[src/rtl/matmul_pkg.sv]
`default_nettype none
// ============================================================================
// Module   : matmul_pkg
// Purpose  : Shared types and helpers for the flexible-precision matmul PE:
//            precision tags, PE state encoding, digit-count and operand-mask
//            helpers.
// Revision : 1.0 - initial release
// ============================================================================
package matmul_pkg;

    // Widest operand the mask helper can describe.
    localparam int MASK_MAX_W = 64;

    // Precision tag carried alongside the left operand; 2'b11 behaves as full.
    typedef enum logic [1:0] {
        PREC_Q = 2'b00,
        PREC_H = 2'b01,
        PREC_F = 2'b10
    } prec_e;

    // Processing-element sequencing states.
    typedef enum logic [1:0] {
        ST_IDLE = 2'b00,
        ST_MUL  = 2'b01,
        ST_WB   = 2'b10
    } pe_state_e;

    // Number of multiplier digits consumed for a given precision.
    function automatic int prec_digits(input logic [1:0] prec, input int data_w,
                                       input int digit_w);
        int total;
        total = data_w / digit_w;
        case (prec)
            PREC_Q:  return total / 4;
            PREC_H:  return total / 2;
            default: return total;
        endcase
    endfunction

    // Mask keeping only the top bits that a precision retains; low bits are
    // cleared, which floors a two's-complement operand.
    function automatic logic [MASK_MAX_W-1:0] prec_mask(input logic [1:0] prec,
                                                        input int data_w);
        int keep;
        logic [MASK_MAX_W-1:0] m;
        case (prec)
            PREC_Q:  keep = data_w / 4;
            PREC_H:  keep = data_w / 2;
            default: keep = data_w;
        endcase
        m = '0;
        for (int i = 0; i < MASK_MAX_W; i++) begin
            if ((i < data_w) && (i >= data_w - keep)) begin
                m[i] = 1'b1;
            end
        end
        return m;
    endfunction

endpackage
`default_nettype wire

[src/rtl/mul_iter_signed.sv]
`default_nettype none
// ============================================================================
// Module   : mul_iter_signed
// Purpose  : Sign-magnitude iterative multiplier. Consumes one DIGIT_W digit
//            of |b| per cycle, most significant first, then realigns the
//            partial product for the digits that were skipped and restores
//            the sign. done_o marks the final iteration; product_o is valid
//            from the following cycle until the next start.
// Revision : 1.0 - initial release
// ============================================================================
module mul_iter_signed
    import matmul_pkg::*;
#(
    parameter int DATA_W  = 16,
    parameter int DIGIT_W = 4,
    parameter int CNT_W   = 3
) (
    input  logic                  clk,
    input  logic                  rst_n,
    input  logic                  start_i,
    input  logic [CNT_W-1:0]      n_digits_i,
    input  logic [DATA_W-1:0]     a_i,
    input  logic [DATA_W-1:0]     b_i,
    output logic                  done_o,
    output logic [2*DATA_W-1:0]   product_o
);

    localparam int NDIG = DATA_W / DIGIT_W;
    localparam int P_W  = 2 * DATA_W;
    localparam int SH_W = $clog2(P_W);

    logic [DATA_W-1:0]  mag_a_q;
    logic [DATA_W-1:0]  b_sh_q;
    logic [P_W-1:0]     p_q;
    logic [CNT_W-1:0]   cnt_q;
    logic               sign_q;
    logic [SH_W-1:0]    shamt_q;
    logic [P_W-1:0]     product_q;

    logic [DATA_W-1:0]          w_mag_a;
    logic [DATA_W-1:0]          w_mag_b;
    logic [DIGIT_W-1:0]         w_digit;
    logic [DATA_W+DIGIT_W-1:0]  w_pp;
    logic [P_W-1:0]             w_p_step;
    logic [P_W-1:0]             w_shifted;

    // Magnitudes fit DATA_W unsigned bits, including the most negative input.
    assign w_mag_a   = a_i[DATA_W-1] ? -a_i : a_i;
    assign w_mag_b   = b_i[DATA_W-1] ? -b_i : b_i;
    assign w_digit   = b_sh_q[DATA_W-1 -: DIGIT_W];
    assign w_pp      = {{DIGIT_W{1'b0}}, mag_a_q} * {{DATA_W{1'b0}}, w_digit};
    assign w_p_step  = (p_q << DIGIT_W) + {{(P_W-DATA_W-DIGIT_W){1'b0}}, w_pp};
    assign w_shifted = w_p_step << shamt_q;

    assign done_o    = (cnt_q == CNT_W'(1));
    assign product_o = product_q;

    // Load operands on start, then step one digit per cycle until the count expires.
    always_ff @(posedge clk) begin
        if (!rst_n) begin
            mag_a_q   <= '0;
            b_sh_q    <= '0;
            p_q       <= '0;
            cnt_q     <= '0;
            sign_q    <= 1'b0;
            shamt_q   <= '0;
            product_q <= '0;
        end else if (start_i) begin
            mag_a_q <= w_mag_a;
            b_sh_q  <= w_mag_b;
            p_q     <= '0;
            cnt_q   <= n_digits_i;
            sign_q  <= a_i[DATA_W-1] ^ b_i[DATA_W-1];
            shamt_q <= SH_W'((NDIG - int'(n_digits_i)) * DIGIT_W);
        end else if (cnt_q != '0) begin
            p_q    <= w_p_step;
            b_sh_q <= b_sh_q << DIGIT_W;
            cnt_q  <= cnt_q - CNT_W'(1);
            if (cnt_q == CNT_W'(1)) begin
                product_q <= sign_q ? -w_shifted : w_shifted;
            end
        end
    end

endmodule
`default_nettype wire

[src/rtl/matmul_pe_flex.sv]
`default_nettype none
// ============================================================================
// Module   : matmul_pe_flex
// Purpose  : Systolic-array processing element with ready/valid on every
//            edge, runtime operand precision, and a tagged, optionally
//            saturating accumulation result delivered through a handshake.
// Revision : 1.0 - initial release
// ============================================================================
module matmul_pe_flex
    import matmul_pkg::*;
#(
    parameter int DATA_W   = 16,
    parameter int DIGIT_W  = 4,
    parameter int ACC_W    = 40,
    parameter bit SATURATE = 1'b1
) (
    input  logic               clk,
    input  logic               rst_n,
    input  logic               acc_clear,
    input  logic               a_valid,
    output logic               a_ready,
    input  logic [DATA_W-1:0]  a_in,
    input  logic [1:0]         prec_in,
    input  logic               last_in,
    input  logic               b_valid,
    output logic               b_ready,
    input  logic [DATA_W-1:0]  b_in,
    output logic               a_valid_out,
    input  logic               a_out_ready,
    output logic [DATA_W-1:0]  a_out,
    output logic [1:0]         prec_out,
    output logic               last_out,
    output logic               b_valid_out,
    input  logic               b_out_ready,
    output logic [DATA_W-1:0]  b_out,
    output logic               c_valid,
    input  logic               c_ready,
    output logic [ACC_W-1:0]   c_out,
    output logic               c_ovf
);

    localparam int NDIG  = DATA_W / DIGIT_W;
    localparam int CNT_W = $clog2(NDIG + 1);
    localparam int P_W   = 2 * DATA_W;
    localparam logic [ACC_W-1:0] ACC_MAX = {1'b0, {(ACC_W-1){1'b1}}};
    localparam logic [ACC_W-1:0] ACC_MIN = {1'b1, {(ACC_W-1){1'b0}}};

    pe_state_e          state_q, state_d;
    logic [ACC_W-1:0]   acc_q;
    logic               ovf_q;
    logic               last_q;

    logic               a_valid_out_q, b_valid_out_q;
    logic [DATA_W-1:0]  a_out_q, b_out_q;
    logic [1:0]         prec_out_q;
    logic               last_out_q;

    logic               c_valid_q;
    logic [ACC_W-1:0]   c_out_q;
    logic               c_ovf_q;

    logic [DATA_W-1:0]  w_mask, w_a_m, w_b_m;
    logic [CNT_W-1:0]   w_n;
    logic               w_mul_done;
    logic [P_W-1:0]     w_product;
    logic [ACC_W:0]     w_p_ext, w_sum;
    logic               w_new_ovf;
    logic [ACC_W-1:0]   w_acc_next;
    logic               w_wb_done, w_emit, w_engine_free, w_fire;

    // ---------------- handshake ----------------
    // A last-group write-back can only retire once the result register is free.
    assign w_wb_done     = (state_q == ST_WB) & (~last_q | ~c_valid_q | c_ready);
    assign w_emit        = (state_q == ST_WB) & last_q & (~c_valid_q | c_ready);
    assign w_engine_free = (state_q == ST_IDLE) | w_wb_done;
    assign w_fire        = a_valid & b_valid & w_engine_free
                         & (~a_valid_out_q | a_out_ready)
                         & (~b_valid_out_q | b_out_ready);
    assign a_ready       = w_fire;
    assign b_ready       = w_fire;

    // ---------------- precision and multiplier ----------------
    assign w_mask = DATA_W'(prec_mask(prec_in, DATA_W));
    assign w_a_m  = a_in & w_mask;
    assign w_b_m  = b_in & w_mask;
    assign w_n    = CNT_W'(prec_digits(prec_in, DATA_W, DIGIT_W));

    mul_iter_signed #(
        .DATA_W  (DATA_W),
        .DIGIT_W (DIGIT_W),
        .CNT_W   (CNT_W)
    ) u_mul (
        .clk        (clk),
        .rst_n      (rst_n),
        .start_i    (w_fire),
        .n_digits_i (w_n),
        .a_i        (w_a_m),
        .b_i        (w_b_m),
        .done_o     (w_mul_done),
        .product_o  (w_product)
    );

    // ---------------- accumulate with overflow detection ----------------
    assign w_p_ext   = {{(ACC_W+1-P_W){w_product[P_W-1]}}, w_product};
    assign w_sum     = {acc_q[ACC_W-1], acc_q} + w_p_ext;
    assign w_new_ovf = w_sum[ACC_W] ^ w_sum[ACC_W-1];

    generate
        if (SATURATE) begin : g_sat
            assign w_acc_next = w_new_ovf ? (w_sum[ACC_W] ? ACC_MIN : ACC_MAX)
                                          : w_sum[ACC_W-1:0];
        end else begin : g_wrap
            assign w_acc_next = w_sum[ACC_W-1:0];
        end
    endgenerate

    // ---------------- FSM ----------------
    // State register.
    always_ff @(posedge clk) begin
        if (!rst_n) begin
            state_q <= ST_IDLE;
        end else begin
            state_q <= state_d;
        end
    end

    // Next state: WB can chain straight into MUL when a new pair fires.
    always_comb begin
        state_d = state_q;
        case (state_q)
            ST_IDLE: if (w_fire)     state_d = ST_MUL;
            ST_MUL:  if (w_mul_done) state_d = ST_WB;
            ST_WB:   if (w_wb_done)  state_d = w_fire ? ST_MUL : ST_IDLE;
            default:                 state_d = ST_IDLE;
        endcase
    end

    // Last tag travels with the pair through the multiply.
    always_ff @(posedge clk) begin
        if (!rst_n) begin
            last_q <= 1'b0;
        end else if (w_fire) begin
            last_q <= last_in;
        end
    end

    // Accumulator: emitted groups restart from zero; a clear drops a non-last product.
    always_ff @(posedge clk) begin
        if (!rst_n) begin
            acc_q <= '0;
            ovf_q <= 1'b0;
        end else if (w_emit || acc_clear) begin
            acc_q <= '0;
            ovf_q <= 1'b0;
        end else if (w_wb_done) begin
            acc_q <= w_acc_next;
            ovf_q <= ovf_q | w_new_ovf;
        end
    end

    // Result register: holds while unconsumed, refills in the cycle it drains.
    always_ff @(posedge clk) begin
        if (!rst_n) begin
            c_valid_q <= 1'b0;
            c_out_q   <= '0;
            c_ovf_q   <= 1'b0;
        end else if (w_emit) begin
            c_valid_q <= 1'b1;
            c_out_q   <= w_acc_next;
            c_ovf_q   <= ovf_q | w_new_ovf;
        end else if (c_ready) begin
            c_valid_q <= 1'b0;
        end
    end

    // Forward slots: load raw operands on fire, release when each neighbour takes them.
    always_ff @(posedge clk) begin
        if (!rst_n) begin
            a_valid_out_q <= 1'b0;
            b_valid_out_q <= 1'b0;
            a_out_q       <= '0;
            b_out_q       <= '0;
            prec_out_q    <= '0;
            last_out_q    <= 1'b0;
        end else if (w_fire) begin
            a_valid_out_q <= 1'b1;
            b_valid_out_q <= 1'b1;
            a_out_q       <= a_in;
            b_out_q       <= b_in;
            prec_out_q    <= prec_in;
            last_out_q    <= last_in;
        end else begin
            if (a_out_ready) a_valid_out_q <= 1'b0;
            if (b_out_ready) b_valid_out_q <= 1'b0;
        end
    end

    assign a_valid_out = a_valid_out_q;
    assign a_out       = a_out_q;
    assign prec_out    = prec_out_q;
    assign last_out    = last_out_q;
    assign b_valid_out = b_valid_out_q;
    assign b_out       = b_out_q;
    assign c_valid     = c_valid_q;
    assign c_out       = c_out_q;
    assign c_ovf       = c_ovf_q;

endmodule
`default_nettype wire

[config.mk]
export PLATFORM = sky130hd
export DESIGN_NAME = matmul_pe_flex
export DESIGN_NICKNAME = d
export VERILOG_FILES = /design/src/rtl/matmul_pkg.sv /design/src/rtl/mul_iter_signed.sv /design/src/rtl/matmul_pe_flex.sv
export SDC_FILE = /design/constraint.sdc
export NUM_CORES = 1
export LEC_CHECK = 0
export CAP_MARGIN = 0
export CORE_MARGIN = 5
export CORE_UTILIZATION = 34
export DETAILED_ROUTE_END_ITERATION = 10
export PLACE_DENSITY = 0.58
export SETUP_SLACK_MARGIN = 0.1
export SYNTH_ARGS = -nofsm -noshare
export SYNTH_HDL_FRONTEND = slang
export SYNTH_SLANG_ARGS = --single-unit
[constraint.sdc]
create_clock -name clk -period 9.48 [get_ports clk]
set_input_delay 0.948 -clock clk [delete_from_list [all_inputs] [get_ports clk]]
set_output_delay 0.948 -clock clk [all_outputs]
set_load 0.01 [all_outputs]
---- After elaboration in Yosys (flattened, before gate mapping) ----
Cells that the tools add are included.
word-level totals
  register bits after elaboration ......... 221
  input port bits ......................... 43
  output and inout port bits .............. 81
cells by class
  $add $sub $neg .......................... 8
  multipliers ............................. 1
  $lt $le $gt $ge ......................... 16
  equal/unequal tests ..................... 7
  shift operators ......................... 1
  multiplexer cells ....................... 38
  bitwise operators ....................... 24
  reduce and logical (&&, ||, !) cells .... 12
operator list
  cell                                                                    count
  5-bit by 32-bit >= comparator with 1-bit output (first input constant)  8
  4-bit by 32-bit >= comparator with 1-bit output (first input constant)  4
  40-bit two-way mux                                                      2
  3-bit by 32-bit >= comparator with 1-bit output (first input constant)  2
  16-bit two-way mux                                                      4
  40-bit by 32-bit adder with 41-bit output                               1
  32-bit by 20-bit adder with 32-bit output                               1
  16-bit AND                                                              2
  1-bit by 32-bit >= comparator with 1-bit output (first input constant)  1
  2-bit by 32-bit >= comparator with 1-bit output (first input constant)  1
  32-bit two-way mux                                                      1
  16-bit negator                                                          2
  32-bit negator                                                          1
  32-bit by 5-bit left shift with 32-bit output                           1
  1-bit two-way mux                                                       23
  16-bit by 4-bit multiplier with 20-bit output                           1
  5-bit one-hot mux with 2 select lines                                   1
  2-bit nonzero test                                                      4
  1-bit AND                                                               7
  1-bit bitwise OR                                                        7
  2-bit two-way mux                                                       3
  3-bit two-way mux                                                       2
  1-bit inverter                                                          6
  2-bit one-hot mux with 3 select lines                                   1
  15 further kinds                                                        21

---- Longest topological paths before layout ----
Gate-level depths: netlist (run 1).
  depth after elaboration ................. 11
  mapped depth ............................ 22
  gate-level depth less buffers ........... 19

---- By module ----
From an unflattened synthesis (run 1), not the netlist that was laid out.
unflattened totals
  cell total of the unflattened synthesis .. 2140
  area total of the unflattened synthesis .. 16180.5 um2
modules (own cells, without submodules)
  module           instances  cells an instance  area each (um2)
  mul_iter_signed  1          1223               9233.9
  matmul_pe_flex   1          917                6946.7

---- Least setup slack after synthesis (run 1) ----
Ideal clock, no wire load.
  path type ............................... register to register
  start point ............................. register u_mul.b_sh_q[14]
  end point ............................... register u_mul.product_q[25] (netlist: u_mul.product_o[25])
  arrival time ............................ 5.458 ns
  setup slack ............................. 3.890 ns
  stages on the path, launching flop included .. 20
  buffers on the path ..................... 1
  cells stage by stage .................... dfxtp_1 clkbuf_1 and2_1 fa_1 fa_1 inv_1 fa_1 inv_1 fa_1 a211o_4 a21oi_4 a2bb2oi_4 nand2_4 xor2_2 a222oi_1 o211ai_2 or4_1 a21oi_2 xor2_1 a21oi_1
between the ends
  word-level cells in the longest chain between the ends .. 5
ends and longest elaborated chain
  element                                          line                   RTL
  start: declaration                               mul_iter_signed.sv:33  logic [DATA_W-1:0] b_sh_q;
  start signal: assignment                         mul_iter_signed.sv:70  b_sh_q <= w_mag_b;
  start signal: assignment                         mul_iter_signed.sv:77  b_sh_q <= b_sh_q << DIGIT_W;
  16-bit by 4-bit multiplier with 20-bit output *  mul_iter_signed.sv:51  assign w_pp = {{DIGIT_W{1'b0}}, mag_a_q} * {{DATA_W{1'b0}}, w_digit};
  32-bit by 20-bit adder with 32-bit output *      mul_iter_signed.sv:52  assign w_p_step = (p_q << DIGIT_W) + {{(P_W-DATA_W-DIGIT_W){1'b0}}, w_pp};
  32-bit by 5-bit left shift with 32-bit output *  mul_iter_signed.sv:53  assign w_shifted = w_p_step << shamt_q;
  32-bit negator                                   mul_iter_signed.sv:80  product_q <= sign_q ? -w_shifted : w_shifted;
  32-bit two-way mux *                             mul_iter_signed.sv:80
  end signal: assignment                           mul_iter_signed.sv:80
  end: declaration                                 mul_iter_signed.sv:38  logic [P_W-1:0] product_q;
Every way passes the cells marked *; elsewhere a longest branch is shown, timed or not.
A chain may end at the register's enable or synchronous reset.

---- Worst setup path after layout (run 1) ----
  start point ............................. register u_mul.b_sh_q[14]
  end point ............................... register u_mul.product_q[30] (netlist: u_mul.product_o[30])
The elaborated chain is that of the path after synthesis.

==> key figures, run 1 <==
Clock tree
  • Clk sinks: 220
  • H-tree depth: 1
  • Clk pin slew, worst setup/hold paths: ~60 ps
  • Clock root cell: clkbuf_16
  • CTS tree: done
  • Maximum root-to-sink buffer count: 3
  • CTS buffer count: 26
  • CTS resizes: 0
  • Hold_buf cts: 0
  • Setup Fix Bufs, Post-CTS: 0
  • Worst-Skew Late Latency: approximately 560 ps

Synth
  • Post-Syn Nets: 2183
  • Yosys cell types: 96
  • Most common cell in the synthesized netlist: nand2_1
  • Mean Syn Cell Area: ~7.7 um^2
  • Ys flop type: dfxtp_1
  • Cell Area, Synth: between 15000 and 20000 um^2
  • Number of flops mapped to enable cells by yosys: 0
  • Yosys warning count: 0
  • Synth cell count leaders: nand2_1 (338), dfxtp_1 (220), a21oi_1 (206), nor2_1 (151), o21ai_0 (125)
  • Post-synthesis async set-or-reset flop share: 0%
  • Mapped Cells: around 2000
  • Area fraction of the dominant cell type after synthesis: between 20 and 30%
  • #FFs+latches synth: 220
  • Sequential element share of the synthesized area: 28.4%
  • Leading area contributor after synthesis: dfxtp_1
  • Area contributors post-synth: dfxtp_1 (28%), nand2_1 (8.2%), a21oi_1 (6.7%), ha_1 (6.1%), fa_1 (5.7%)

Detailed routing
  • DRC viols: 0
  • Avg WL per Cell: 16.7 um
  • Overall routed net length: between 40000 and 50000 um
  • Pre-antenna DRT Iters: 5
  • Via count: between 10000 and 15000
  • DRT iter0 DRCs: around 1000
  • Post-DR vias/cell: between 5 and 6
  • Routed Antenna Nets: 0

Global routing
  • Grt met3 use: 2.12%
  • GR Util met2: 30.0%
  • GRT Util Overall: approximately 17%
  • Initial antenna violation count: 0
  • Largest net degree at the start of global routing: between 70 and 80
  • M1 GR Usage: a little under a quarter
  • GR peak layer: met2
  • Gr ovfl total: 0
  • First-pass GRT wire length: around 73000 um
  • Vias in the first global route: around 14000

Worst setup path
  • RR Startpoint: u_mul.b_sh_q[14]
  • R2R cell count: 18
  • Worst Path Arrival: about 6600 ps
  • Cells along the critical path: and2_1, fa_1, fa_1, inv_1, fa_1, inv_1, ha_1, o211ai_1, o211a_1, nor3b_1, or2_1, mux2_2, o32ai_1, o221ai_1, nor4_2, nand4_1, mux2i_1, a21oi_1
  • CP required: between 9000 and 10000 ps
  • Capturing point of the worst reg2reg path: u_mul.product_o[30]
  • R2r setup slk: between 3000 and 4000 ps
  • CP Capture Type: flip-flop
  • CP startpoint kind: flip-flop
  • Highest cell delay on the worst timing path: roughly 620 ps
  • Worst Setup EP: u_mul.product_o[30]
  • Cell mode on critical path: fa_1
  • CP startpoint: u_mul.b_sh_q[14]
  • Slowest cell on crit path: dfxtp_1
  • Crit Path Category: flip-flop to flip-flop
  • CP max FO: 17

Die
  • Rows: between 70 and 80
  • Die Wd: roughly 220 um
  • Die ar.: about 50000 um^2
  • # IOs: between 100 and 150
  • Die H: 223 um
  • Core area: 45200 um^2
  • Initial Util: between 30% and 40%

Final layout
  • Area delta synth->final: 16.8%
  • Fillers: between 4000 and 5000
  • Final Cell Area: roughly 18000 um^2
  • # diodes: 0
  • Layout cells sized above 1: 5.21%
  • Final nets: 2234

Timing
  • Final setup vio count: 0
  • Clock Skew: between 15 and 20 ps
  • RSZ-0062 raised after global routing: false
  • Fin worst setup slack: 3280 ps
  • Slew at the pin closest to its max-slew limit: between 1000 and 1500 ps
  • Max-slew violation count: 0
  • Final hold vios: 0
  • FMAX: between 150 and 200 MHz
  • Max-slew headroom: a little under a quarter
  • Final period utilization: about two thirds
  • Worst hold slack: 433 ps
  • Final min period: ~6200 ps
  • Setup_tns: 0 ps

Place
  • HPWL Detailed: approximately 34000 um
  • RePlAce Congestion: 0.893
  • Place WS: 3350 ps
  • Dpl cell area: 17200 um^2
  • PortBufs: ~120

Worst hold path
  • Hold Path Class: flip-flop to flip-flop
  • Worst hold path depth: 2

Job
  • Max-cap violations: 0

Status
  • Status: finished clean

Power
  • Power Density: between 150 and 200 nW/um^2
  • Leak Pwr: between 0.007 and 0.008 uW
  • Worst VDD drop: 0.148 mV
-- worst max-delay path: cells and delay by family, from the launching register on --
kind / cells / cell delay, ps
compound gates: 5 / 1230
fa+ha+maj: 4 / 1910
buf+inv: 2 / 90
flops: 1 / 620
mux: 2 / 540
simple gates: 5 / 1660
-- worst min-delay path by stage --
stage | slack [ps] | endpoint | start
2_1_floorplan | 430 | acc_q[10] | acc_q[10]
3_3_place_gp | 430 | c_out[16] | c_out[16]
3_5_place_dp | 430 | c_out[16] | c_out[16]
4_1_cts | 440 | c_out[16] | c_out[16]
5_1_grt | 470 | b_out[10] | b_out[10]
6_report | 430 | c_out[16] | c_out[16]
-- per-stage QoR --
stage | total power (uW) | cells | utilization, %
2_1_floorplan | 1740 | 2020 | -
3_3_place_gp | 2000 | 2643 | 38.0
6_report | 3070 | 2691 | 40.0
4_1_cts | 3100 | 2691 | 40.0
5_1_grt | 3240 | 2691 | 40.0
3_5_place_dp | 2010 | 2643 | 38.0
-- layer usage --
layer	up-vias	routed length (um)
met3	58	1800
met4	0	1010
met1	6704	20700
met5	-	0
met2	289	21500
li1	7185	-
-- final cells by class --
cell class                      count  area (um^2)  share of cell area, %
Timing Repair Buffer              141         1370                   7.55
Inverter                           95          358                   1.98
Sequential cell                   220         4400                   24.3
Multi-Input combinational cell   1587        10300                   56.9
Clock inverter                     12          151                  0.837
Clock buffer                       36          769                   4.25
Tap cell                          600          751                   4.15
-- registers in the layout (all words and copies together) (netlist names), 2 cells and up --
signal           cells
acc_q               40
c_out               40
u_mul.product_o     32
u_mul.p_q           28
a_out               16
b_out               16
u_mul.b_sh_q        16
u_mul.mag_a_q       16
u_mul.cnt_q          3
prec_out             2
state_q              2
u_mul.shamt_q        2
-- power breakdown --
group,internal [uW],switching (uW),total (uW)
sequential,993,67.3,1060
combinational,333,598,931
clock,650,426,1080
-- logic make-up (layout without fill, tap and decap cells) --
| kind of cell | count (synthesis) | after routing | synth area share, % |
|---|---|---|---|
| xor+xnor | 91 | 91 | 5.24 |
| flops | 220 | 220 | 28.4 |
| buf+inv | 213 | 284 | 5.32 |
| mux | 20 | 20 | 1.62 |
| simple gates | 760 | 760 | 22.8 |
| compound gates | 594 | 594 | 24.7 |
| fa+ha+maj | 122 | 122 | 12.0 |
-- placed cells by master, fill, tap and decap left out, drive strengths merged, types with 6 or more instances in the layout --
cell type and instances:
nand2 339, dfxtp 220, a21oi 208, nor2 151
o21ai 138, clkdlybuf4s50 123, inv 94, ha 76
and2 71, xnor2 63, fa 44, nand3 40
a211oi 37, clkbuf 36, nor3 34, a21o 30
xor2 28, and3 19, a22o 19, buf 18
nor2b 18, a311oi 15, mux2i 15, o21a 14
a31oi 14, nand2b 14, or2 14, o31ai 13
nand4 12, nor4 12, o211ai 11, or3 10
nor3b 9, a221oi 8, a22oi 8, clkinv 8
o22ai 7, o21bai 7, a211o 6
(Power assumes the default switching activity.)
==> run 2, diff against run 1 <==
PLACE_DENSITY = 0.6   (was 0.58)
clock period = 5.6 ns   (was 9.48 ns; I/O delays follow)
==> key figures, run 2 (synthesis results as in run 1) <==
Die
  • Initial Util: 34.3%
  • Die ar.: approximately 50000 um^2
  • Core area: 45200 um^2
  • Rows: 78
  • Die H: roughly 220 um
  • # IOs: about 120
  • Die Wd: about 220 um

Detailed routing
  • Routed Antenna Nets: 0
  • Post-DR vias/cell: roughly 5.4
  • DRT iter0 DRCs: 1070
  • Pre-antenna DRT Iters: 5
  • Via count: 14800
  • Overall routed net length: 46800 um
  • Avg WL per Cell: between 15 and 20 um
  • DRC viols: 0

Worst setup path
  • CP Capture Type: flip-flop
  • Highest cell delay on the worst timing path: 570 ps
  • Worst Path Arrival: between 5000 and 6000 ps
  • CP required: between 6000 and 7000 ps
  • Cells along the critical path: and2_4, fa_1, fa_1, inv_1, fa_1, inv_1, ha_4, o211ai_1, buf_4, o211a_1, nor3b_2, buf_4, or2_1, mux2_4, o32ai_2, buf_4, o22ai_1, or4_4, a21oi_4, xor2_1, a21oi_1
  • Slowest cell on crit path: or4_4
  • CP max FO: 6
  • Crit Path Category: flip-flop to flip-flop
  • CP startpoint kind: flip-flop

Clock tree
  • Maximum root-to-sink buffer count: 3
  • Clk pin slew, worst setup/hold paths: around 60 ps
  • Clock root cell: clkbuf_16
  • CTS tree: done
  • CTS buffer count: 25
  • Worst-Skew Late Latency: about 540 ps
  • Clk sinks: 220
  • H-tree depth: 1
  • Hold_buf cts: 0

Timing
  • Final hold vios: 0
  • FMAX: about 190 MHz
  • Setup_tns: 0 ps
  • Final min period: 5390 ps
  • Max-slew violation count: 0
  • RSZ-0062 raised after global routing: true
  • Final period utilization: between 90 and 100%
  • Slew at the pin closest to its max-slew limit: approximately 1200 ps
  • Clock Skew: ~12 ps
  • Final setup vio count: 0
  • Max-slew headroom: 17.9%

Job
  • Max-cap violations: 0

Final layout
  • Layout cells sized above 1: 11.4%
  • Most frequent cells in the layout: nand2_1 (338), dfxtp_1 (212), a21oi_1 (194)
  • Area delta synth->final: 22.8%
  • # diodes: 0
  • Commonest non-fill, non-tap cell in the layout: nand2_1
  • Final nets: around 2300
  • Fin util: 42.1%
  • Final Cell Area: 19000 um^2

Worst hold path
  • Hold Path Class: flip-flop to flip-flop

Global routing
  • GRT Util Overall: approximately 18%
  • Gr ovfl total: 0
  • Initial antenna violation count: 0
  • First-pass GRT wire length: 74900 um
  • Vias in the first global route: 14100
  • Largest net degree at the start of global routing: 79

Status
  • Status: finished clean

Power
  • Total power: approximately 5400 uW
  • Leak Pwr: around 0.0074 uW
  • Power Density: ~280 nW/um^2
  • Worst VDD drop: slightly below 0.2 mV

Place
  • PortBufs: roughly 120
  • RePlAce Congestion: roughly 0.96
  • HPWL Detailed: between 30000 and 40000 um
  • Dpl cell area: approximately 18000 um^2
[run 2: changes by cell type in the layout (fill, tap and decap cells not counted), moves of 8 or more]
cell,delta
buf_4,+67
ha_1,-14
a21oi_1,-12
ha_4,+11
a21oi_2,+9
dfxtp_1,-8
[run 2: path summary, 6_finish.rpt]
path | slack [ps] | cells past startpoint | start | to
worst max-delay path | 210 | 21 | u_mul.b_sh_q[13] | u_mul.product_o[25]
worst min-delay path | 440 | 2 | c_out[16] | c_out[16]
worst max register to register | 210 | 21 | u_mul.b_sh_q[13] | u_mul.product_o[25]
worst min register to register | 440 | 2 | c_out[16] | c_out[16]
[run 2: what timing repair did]
action | in CTS | in global routing
setup buffers | 0 | 20
setup endpoints to repair | 8 | 14
gates resized for setup | 5 | 96
pin swaps | 0 | 43
[run 2: power breakdown]
group	switching (uW)	internal, uW
clock network	667	984
registers	109	1680
logic	1140	776
total	1910	3440
[run 2: final cells by class]
class,count,area (um^2)
Inverter,95,358
Clock buffer,35,723
Tap cell,600,751
Multi-Input combinational cell,1587,10800
Sequential cell,220,4420
Clock inverter,7,91.3
Timing Repair Buffer,213,1920
Fill cell,4550,26200
[run 2: metal layers]
layer  part of all wire (%)  vias up  GRT usage [%]
met5                      0        -              0
met4                    2.5        0           4.11
met3                    4.6       76           2.37
met2                     48      380           30.4
met1                     45     6968           23.7
li1                       -     7334              -
[run 2: critical path: cells and delay by family (launching register included)]
family	cells	cell delay [ps]
adder cells (fa/ha/maj)	4	1820
AO/OA/AOI/OAI	6	940
flip-flops	1	360
multiplexers	1	320
buffers and inverters	5	620
AND/OR/NAND/NOR	4	1050
XOR/XNOR	1	160
[run 2: per-stage QoR]
stage / setup WS (ps) / instances / hold slack [ps]
4_1_cts: 71.1 / 2737 / 447
3_3_place_gp: -81.4 / 2695 / 427
6_report: 213 / 2757 / 443
5_1_grt: 20.4 / 2757 / 467
2_1_floorplan: 136 / 2020 / 432
3_5_place_dp: -87.4 / 2695 / 439
==> run 3, diff against run 2 <==
--- a/config.mk
+++ b/config.mk
@@ -9,6 +9,7 @@
 export CORE_MARGIN = 5
-export CORE_UTILIZATION = 34
+export CORE_UTILIZATION = 54
 export DETAILED_ROUTE_END_ITERATION = 10
-export PLACE_DENSITY = 0.6
+export PLACE_DENSITY = 0.85
 export SETUP_SLACK_MARGIN = 0.1
+export SLEW_MARGIN = 20
 export SYNTH_ARGS = -nofsm -noshare
--- a/constraint.sdc
+++ b/constraint.sdc
@@ -3,2 +3,2 @@
 set_output_delay 0.56 -clock clk [all_outputs]
-set_load 0.01 [all_outputs]
+set_load 0.02 [all_outputs]
==> key figures, run 3 (synthesis results as in run 1) <==
Clock tree
  • H-tree depth: 1
  • Maximum root-to-sink buffer count: 3
  • Clk pin slew, worst setup/hold paths: ~60 ps
  • CTS buffer count: 25
  • Worst-Skew Late Latency: approximately 530 ps
  • CTS tree: done
  • Clock root cell: clkbuf_16
  • Clk sinks: between 200 and 250

Power
  • Reg power frac: between 30 and 40%
  • Leak Pwr: between 0.007 and 0.008 uW
  • Worst VDD drop: between 0.2 and 0.3 mV
  • Power Density: 287 nW/um^2
  • Fraction of power spent switching nets: between 30% and 40%
  • Clock power frac: a little under a third
  • Comb power frac: between 30% and 40%
  • NetSw: just under 2000 uW
  • Int Power: between 3000 and 4000 uW
  • Total power: ~5400 uW

Final layout
  • Final Non-Filler Cells: around 2600
  • # diodes: 0
  • Area delta synth->final: 21.0%
  • Most frequent cells in the layout: nand2_1 (337), dfxtp_1 (214), a21oi_1 (194)
  • Fin util: approximately two thirds
  • Layout cells sized above 1: a little under an eighth
  • Final nets: ~2300
  • Commonest non-fill, non-tap cell in the layout: nand2_1

Worst setup path
  • CP max FO: 7
  • RR Startpoint: u_mul.b_sh_q[14]
  • Crit Path Category: flip-flop to flip-flop
  • Capturing point of the worst reg2reg path: u_mul.product_o[26]
  • Worst Path Arrival: ~6000 ps
  • CP required: between 6000 and 7000 ps
  • CP Capture Type: flip-flop
  • CP startpoint kind: flip-flop
  • R2R cell count: 19
  • R2r setup slk: 30 ps

Detailed routing
  • Via count: 15100
  • Routed Antenna Nets: 0
  • Post-DR vias/cell: 5.91
  • Pre-antenna DRT Iters: 7
  • DRT iter0 DRCs: 1136
  • Avg WL per Cell: between 15 and 20 um
  • DRC viols: 0
  • Overall routed net length: 45500 um

Status
  • Status: finished clean

Timing
  • Fin worst setup slack: 30.6 ps
  • RSZ-0062 raised after global routing: true
  • FMAX: between 150 and 200 MHz
  • Slew at the pin closest to its max-slew limit: around 1100 ps
  • Clock Skew: about 9.9 ps
  • Final hold vios: 0
  • Final min period: 5570 ps
  • Max-slew headroom: a little under a quarter
  • Worst hold slack: roughly 450 ps
  • Final period utilization: between 90% and 100%
  • Final setup vio count: 0
  • Max-slew violation count: 0

Die
  • Initial Util: between 50% and 60%
  • Die H: around 180 um
  • Die ar.: around 32000 um^2
  • # IOs: 124
  • Core area: about 29000 um^2
  • Die Wd: between 150 and 200 um
  • Rows: 62

Place
  • PortBufs: ~120
  • Place WS: -10.3 ps
  • RePlAce Congestion: ~0.96
  • HPWL Detailed: 33700 um
  • Placed Cells: ~2500

Global routing
  • GR Util met2: 47.5%
  • M1 GR Usage: between 30% and 40%
  • GR peak layer: met2
  • Vias in the first global route: approximately 15000
  • Gr ovfl total: 0
  • Grt met3 use: under 10%
  • First-pass GRT wire length: 72700 um
  • Largest net degree at the start of global routing: 79
  • GRT Util Overall: a little over a quarter
  • Initial antenna violation count: 0

Worst hold path
  • WHS Endpoint: c_out[12]
  • Worst hold path depth: 2
  • Hold Path Class: flip-flop to flip-flop
  • Hold_sp: c_out[12]

Job
  • Max-cap violations: 0
run 3: cell count changes in the layout (fill, tap and decap cells not counted), moves of 3 or more:
cell     previous run  this run
buf_4              85        92
ha_4               11         5
ha_1               62        67
a21oi_2            10        13
a21oi_4             4         1
nor2_2              4         1
o21ai_1            12        15
o21ai_2             4         1
run 3: layout make-up:
| cell class | count | area [um^2] |
|---|---|---|
| multi-input cells | 1587 | 10700 |
| fillers | 2431 | 9800 |
| flip-flops and latches | 220 | 4420 |
| repair buffers | 219 | 1960 |
| clock buffers | 35 | 723 |
| well taps | 384 | 480 |
| inverters | 95 | 358 |
| clock inverters | 10 | 116 |
run 3: power groups by stage:
stage	logic, uW	clock network, uW	registers [uW]
floorplan	1170	0	1790
global placement	1690	0	1820
detailed placement	1730	0	1820
CTS	1750	1680	1790
global route	2080	1750	1810
finish	1920	1660	1800
run 3: through the flow:
step / setup TNS (ps) / cell area, um^2
2_1_floorplan: 0 / 15500
5_1_grt: -930 / 18700
3_3_place_gp: 0 / 17400
3_5_place_dp: -10.3 / 17400
4_1_cts: 0 / 18300
6_report: 0 / 18700
run 3: worst max path at each step:
stage	start	to	slack (ps)	depth (start not counted)
after floorplan	u_mul.b_sh_q[14]	u_mul.product_o[29]	140	20
after global placement	u_mul.b_sh_q[15]	u_mul.product_o[30]	130	20
after detailed placement	u_mul.b_sh_q[13]	u_mul.product_o[30]	-10	19
after CTS	u_mul.b_sh_q[15]	u_mul.product_o[29]	90	22
after global routing	u_mul.b_sh_q[13]	u_mul.product_o[26]	-270	22
final	u_mul.b_sh_q[14]	u_mul.product_o[26]	30	19
run 3: what timing repair did:
action	4_1_cts	5_1_grt
setup endpoints to repair	8	15
gates resized for setup	12	75
pin swaps	3	41
gates cloned	0	0
hold buffers	0	0
buffers inserted	1	15
run 3: critical path: stages (launching register included):
cell and delay [ps]:
dfxtp_4 370, and2_4 150, fa_1 500, fa_1 530, inv_2 50, fa_1 550, inv_2 50, fa_2 380
a211o_4 370, a21oi_4 250, a2bb2oi_4 200, nand2_4 90, xor2_4 180, a222oi_1 490, o211ai_2 210, buf_4 210
o41ai_2 410, xnor2_1 200, nand2_1 110, a21oi_1 180
run 3: layer usage:
layer,up-vias,wire [um],share of wire (%)
met5,-,0,0
met4,0,1870,4.1
met3,123,2370,5.2
met2,502,22200,49
met1,7124,19100,42
li1,7333,-,-
